**config.mk**
```make
export PLATFORM = sky130hd
export DESIGN_NAME = pipelined_tree_multiplier
export DESIGN_NICKNAME = d
export VERILOG_FILES = /design/src/rtl/pipelined_tree_multiplier.sv
export SDC_FILE = /design/constraint.sdc
export NUM_CORES = 1
export LEC_CHECK = 0
export CAP_MARGIN = 15
export CORE_MARGIN = 5
export CORE_UTILIZATION = 39
export CTS_CLUSTER_SIZE = 40
export DETAILED_ROUTE_END_ITERATION = 8
export DONT_BUFFER_PORTS = 1
export PLACE_DENSITY = 0.49
export RECOVER_POWER = 100
export SLEW_MARGIN = 20
export SYNTH_ARGS = -nofsm -noshare
export SYNTH_HDL_FRONTEND = slang
export SYNTH_SLANG_ARGS = --single-unit
```
**constraint.sdc**
```tcl
create_clock -name clk -period 6.5 [get_ports clk]
set_clock_uncertainty 0.2 [all_clocks]
set_input_delay 1.3 -clock clk [delete_from_list [all_inputs] [get_ports clk]]
set_output_delay 1.3 -clock clk [all_outputs]
set_load 0.05 [all_outputs]
```
**src/rtl/pipelined_tree_multiplier.sv**
```systemverilog
// Pipelined WIDTH x WIDTH multiplier: Baugh-Wooley partial products, a carry-save
// full-adder tree, and a Kogge-Stone prefix adder. Valid/ready at both ends.
module pipelined_tree_multiplier #(
  parameter int WIDTH  = 8,
  parameter int STAGES = 2,
  parameter int TAG_W  = 4
) (
  input  logic                 clk,
  input  logic                 rst,
  input  logic                 in_valid,
  output logic                 in_ready,
  input  logic [WIDTH-1:0]     in_x,
  input  logic [WIDTH-1:0]     in_y,
  input  logic                 in_signed,
  input  logic [TAG_W-1:0]     in_tag,
  output logic                 out_valid,
  input  logic                 out_ready,
  output logic [2*WIDTH-1:0]   out_p,
  output logic [TAG_W-1:0]     out_tag
);

  localparam int P = 2 * WIDTH;

  // Rows left after one 3:2 level: each group of three becomes two, leftovers pass.
  function automatic int next_rows(input int n);
    return (n / 32'sd3) * 32'sd2 + (n % 32'sd3);
  endfunction

  function automatic int rows_at(input int lvl);
    int n;
    n = WIDTH + 32'sd1;
    for (int k = 32'sd0; k < lvl; k++) n = next_rows(n);
    return n;
  endfunction

  function automatic int num_levels();
    int n;
    int l;
    n = WIDTH + 32'sd1;
    l = 32'sd0;
    while (n > 32'sd2) begin
      n = next_rows(n);
      l++;
    end
    return l;
  endfunction

  localparam int NLVL = num_levels();

  // Baugh-Wooley constant: 2^WIDTH + 2^(2*WIDTH-1), added only in signed mode.
  localparam logic [P-1:0] BW_K = ({{(P-1){1'b0}}, 1'b1} << WIDTH) | {1'b1, {(P-1){1'b0}}};

  logic                 adv_s;
  logic [WIDTH-1:0]     tx_s;
  logic [WIDTH-1:0]     ty_s;
  logic                 tsg_s;
  logic                 tv_s;
  logic [TAG_W-1:0]     tt_s;
  logic [P-1:0]         sum_s;
  logic [P-1:0]         carry_s;
  logic [P-1:0]         aa_s;
  logic [P-1:0]         ab_s;
  logic                 av_s;
  logic [TAG_W-1:0]     at_s;
  logic [P-2:0]         gen_s;
  logic [P-2:0]         prop_s;
  logic [P-1:0]         prod_s;

  assign adv_s    = ~out_valid | out_ready;
  assign in_ready = adv_s;

  if (STAGES == 3) begin : g_op_rank
    logic [WIDTH-1:0] x_r;
    logic [WIDTH-1:0] y_r;
    logic             sg_r;
    logic             v_r;
    logic [TAG_W-1:0] tag_r;

    // Operand rank ahead of the reduction tree.
    always_ff @(posedge clk) begin
      if (rst) begin
        v_r   <= 1'b0;
        x_r   <= {WIDTH{1'b0}};
        y_r   <= {WIDTH{1'b0}};
        sg_r  <= 1'b0;
        tag_r <= {TAG_W{1'b0}};
      end else if (adv_s) begin
        v_r   <= in_valid;
        x_r   <= in_x;
        y_r   <= in_y;
        sg_r  <= in_signed;
        tag_r <= in_tag;
      end
    end

    assign tx_s  = x_r;
    assign ty_s  = y_r;
    assign tsg_s = sg_r;
    assign tv_s  = v_r;
    assign tt_s  = tag_r;
  end else begin : g_op_wire
    assign tx_s  = in_x;
    assign ty_s  = in_y;
    assign tsg_s = in_signed;
    assign tv_s  = in_valid;
    assign tt_s  = in_tag;
  end

  for (genvar l = 0; l <= NLVL; l++) begin : g_lvl
    localparam int N = rows_at(l);
    logic [P-1:0] rows [N];

    if (l == 0) begin : g_pp
      // Sign-row terms (exactly one index at WIDTH-1) are inverted in signed mode.
      for (genvar j = 0; j < WIDTH; j++) begin : g_row
        logic [WIDTH-1:0] inv_s;
        if (j == WIDTH - 1) begin : g_sgn
          assign inv_s = {1'b0, {(WIDTH-1){tsg_s}}};
        end else begin : g_mag
          assign inv_s = {tsg_s, {(WIDTH-1){1'b0}}};
        end
        assign rows[j] = {{WIDTH{1'b0}}, (tx_s & {WIDTH{ty_s[j]}}) ^ inv_s} << j;
      end
      assign rows[WIDTH] = tsg_s ? BW_K : {P{1'b0}};
    end else begin : g_red
      localparam int NP = rows_at(l - 1);
      localparam int NG = NP / 3;
      for (genvar g = 0; g < NG; g++) begin : g_fa
        logic [P-1:0] a_s;
        logic [P-1:0] b_s;
        logic [P-1:0] c_s;
        logic [P-1:0] maj_s;
        assign a_s   = g_lvl[l-1].rows[3*g];
        assign b_s   = g_lvl[l-1].rows[3*g+1];
        assign c_s   = g_lvl[l-1].rows[3*g+2];
        assign maj_s = (a_s & b_s) | (a_s & c_s) | (b_s & c_s);
        assign rows[2*g]   = a_s ^ b_s ^ c_s;
        assign rows[2*g+1] = {maj_s[P-2:0], 1'b0};
      end
      for (genvar k = 0; k < NP % 3; k++) begin : g_pass
        assign rows[2*NG+k] = g_lvl[l-1].rows[3*NG+k];
      end
    end
  end

  assign sum_s   = g_lvl[NLVL].rows[0];
  assign carry_s = g_lvl[NLVL].rows[1];

  if (STAGES >= 2) begin : g_cs_rank
    logic             v_r;
    logic [P-1:0]     sum_r;
    logic [P-1:0]     cry_r;
    logic [TAG_W-1:0] tag_r;

    // Carry-save rank between the tree and the prefix adder.
    always_ff @(posedge clk) begin
      if (rst) begin
        v_r   <= 1'b0;
        sum_r <= {P{1'b0}};
        cry_r <= {P{1'b0}};
        tag_r <= {TAG_W{1'b0}};
      end else if (adv_s) begin
        v_r   <= tv_s;
        sum_r <= sum_s;
        cry_r <= carry_s;
        tag_r <= tt_s;
      end
    end

    assign av_s = v_r;
    assign aa_s = sum_r;
    assign ab_s = cry_r;
    assign at_s = tag_r;
  end else begin : g_cs_wire
    assign av_s = tv_s;
    assign aa_s = sum_s;
    assign ab_s = carry_s;
    assign at_s = tt_s;
  end

  // Kogge-Stone carry tree; cells whose propagate is never consumed reduce to grey cells.
  always_comb begin
    gen_s  = aa_s[P-2:0] & ab_s[P-2:0];
    prop_s = aa_s[P-2:0] ^ ab_s[P-2:0];
    for (int d = 32'sd1; d < P - 1; d = d * 32'sd2) begin
      for (int i = P - 2; i >= d; i--) begin
        gen_s[i]  = gen_s[i] | (prop_s[i] & gen_s[i-d]);
        prop_s[i] = prop_s[i] & prop_s[i-d];
      end
    end
  end

  assign prod_s = aa_s ^ ab_s ^ {gen_s, 1'b0};

  // Output rank holds the result stable until the consumer takes it.
  always_ff @(posedge clk) begin
    if (rst) begin
      out_valid <= 1'b0;
      out_p     <= {P{1'b0}};
      out_tag   <= {TAG_W{1'b0}};
    end else if (adv_s) begin
      out_valid <= av_s;
      out_p     <= prod_s;
      out_tag   <= at_s;
    end
  end

endmodule
```
==> reports/results.txt <==
outcome = finished clean
Sw Pwr = 0.4586 mW
CP top delay family = buffers and inverters
CP max stage cell = clkinv_2
TritonCTS Sinks = 53
Die X = 110.5 um
Int Pwr = 0.6777 mW
CP Data Arrival Time = 2.78 ns
final design instance area without fill = 4133 sq um
Hold Path Stages = 2
nets = 556
Via-to-Cell Ratio = 4.843
Cells after Synth = 474
Reg power frac = 0.450
worst skew pair latency = 0.30 ns
Main synth FF type = dfxtp_1
Root Driver = clkbuf_8
dpl ws = 2.448 ns
FF+latch count, synth = 53
die area = 12220 sq um
minimum clock period = 4.277 ns
crit path cell chain = nor2b_1, buf_4, clkinv_2
layout cells sized above 1 = 0.02603
setup TNS = 0 ns
fmax = 0.2338 GHz
Crit. End Element = output pin
Initial Utilization = 0.4015
Reg-to-Reg Start = out_valid
R2R cell count = 6
WP buf/inv = 2
Worst-path clk slew = 0.09 ns
wire per inst = 13.88 um
setup bufs post-CTS = 0
Mapped Area = 3943 sq um
area grow syn2layout = 4.824%
clk buf depth = 2
Max VDD drop = 0.00009569 V
max-slew violations = 0
Routed WL = 8.246 mm
# setup viols final = 0
Pwr Density = 274.9 nW/um^2
Hold EP = at_s[2]
max_cap viols = 0
CTS-repair resized insts = 0
DR iter-0 viols = 241
critical path class = in2out
r2r setup slk = 3.23 ns
Crit. Startpoint = out_ready
LEAKAGE = 1.836 nW
Routability Congestion = 0.7702
Switching Fraction = 0.4036
register area share after synthesis = 0.2691
CP Max Fanout = 60
Overflow after GRT = 0
YS warnings = 0
number of antenna diodes = 0
slowest stage delay, CP = 0.86 ns
PnR worst setup slack = 2.223 ns
Worst Max-Slew Pin Slew = 0.8777 ns
number of core rows = 36
asr flop ratio synth = 0
core area = 9819 sq um
htree depth = 2
RR Endpoint = out_p[10]
antenna violations before repair = 0
drt drc = 0
GRT Total Usage = 0.1403
Avg Inst Size Synth = 8.318 sq um
Worst Hold Launch = at_s[2]
EDFF count, synth = 0
Post-CTS Hold Fix Bufs = 0
I/O Buffers = 0
post-DP HPWL = 6.131 mm
Worst setup SP type = input pin
I/O pins = 47
first-pass GRT wire length = 14.68 mm
CTS Buf Count = 5
Yosys cell types = 35
Hold Fails Final Rpt = 0
Max-slew headroom = 0.4149
Final Core Density = 0.4209
Worst EP required = 5.00 ns
routed vias = 2877
TritonCTS clock tree = yes
vias in the first global route = 2987
Die Y-Extent = 110.5 um
CP Depth = 3
largest net degree at the start of global routing = 61
Post-Place Cell Area = 4041 sq um
period utilization = 0.6580
RSZ-0062 raised after global routing = false
drt pass-1 iters = 4
clock power share = 0.181
post-route ant nets = 0
worst hold path class = reg2reg
fillers = 1055
Synthesized Nets = 570
Comb power frac = 0.369
[metal layers]
layer,global-route usage,wire [um],vias up
li1,-,-,1490
met1,0.2078,4194,1317
met2,0.2063,3464,64
met3,0.03009,488,6
met4,0.03695,98,0
met5,0,0,-
[power by group through the flow]
stage               combinational (mW)  sequential [mW]  clock [mW]
detailed placement               0.422            0.521           0
floorplan                        0.340            0.506           0
global placement                 0.419            0.519           0
global route                     0.496            0.519       0.231
finish                           0.420            0.511       0.206
CTS                              0.428            0.513       0.216
[synth_stat cells, types with 3 or more instances]
library cell  number  area (sq um)
xnor2_1           13         113.9
nand3_1            3         15.01
fa_1              38         760.7
and2_1            32         200.2
a211oi_1           6         45.04
a21oi_1           49         245.2
inv_1             44         165.2
nor4b_1            3         26.28
xor2_1             4         35.03
clkbuf_1          20         75.07
ha_1              33         412.9
nor2_1            15         56.30
nor3_1             5         25.02
o21ai_0           10         50.05
mux2i_1            3         30.03
nand2_1          120         450.4
dfxtp_1           53          1061
[sequential cells by signal, indices dropped and copies added (netlist names)]
signal and cells:
out_tag 4, aa_s 16, av_s 1, ab_s 11, out_p 16, at_s 4
out_valid 1
[layout by cell type, fill, tap and decap left out, types with 2 or more instances in the layout]
| master | instances |
|---|---|
| inv_1 | 44 |
| fa_1 | 38 |
| nor4b_1 | 3 |
| ha_1 | 33 |
| o21ai_0 | 10 |
| nor3_1 | 5 |
| and2_0 | 4 |
| xnor2_1 | 13 |
| xor2_1 | 4 |
| dfxtp_1 | 53 |
| a32oi_1 | 2 |
| and2_1 | 28 |
| o2111ai_1 | 2 |
| nand2_1 | 120 |
| nor2_1 | 15 |
| a21o_1 | 2 |
| a211oi_1 | 6 |
| mux2i_1 | 3 |
| o31a_1 | 2 |
| nor2b_1 | 2 |
| a21oi_1 | 49 |
| nand3_1 | 3 |
| clkbuf_8 | 7 |
[worst register-to-register path: stages, from the launching register on]
cell and delay (ns):
dfxtp_1 0.65, nor2b_1 0.20, buf_4 0.51, clkinv_2 0.87
and3_1 0.55, mux2i_1 0.13, nand2_1 0.06
[stage by stage]
stage	total power, mW	hold WS [ns]	std cells
final	1.136	0.2506	594
after global placement	0.9381	0.2317	586
after CTS	1.157	0.2514	594
after floorplan	0.8469	0.2321	474
after global routing	1.246	0.2707	594
after detailed placement	0.9424	0.2389	586
[area by class of cell]
class,instances,area [sq um],area share
Sequential cell,53,1061,0.2567
Clock buffer,7,96.34,0.02331
Timing Repair Buffer,1,7.507,0.001817
Clock inverter,1,8.758,0.002119
Inverter,45,170.2,0.04117
Multi-Input combinational cell,354,2623,0.6346
Tap cell,133,166.4,0.04027
[cell families after synthesis]
family / Yosys count / share of synthesized area
adders and majority gates: 71 / 0.2977
xor gates and xnor gates: 17 / 0.03777
AOI/OAI and AO/OA: 76 / 0.1092
buffers and inverters: 67 / 0.06379
and+or+nand+nor: 187 / 0.2149
muxes: 3 / 0.007617
DFF: 53 / 0.2691
[how the worst max path moves through the flow]
stage                    end
global placement    in_ready
floorplan            aa_s[9]
CTS                 in_ready
finish              in_ready
detailed placement   aa_s[7]
global route        in_ready
(Power assumes the default switching activity.)
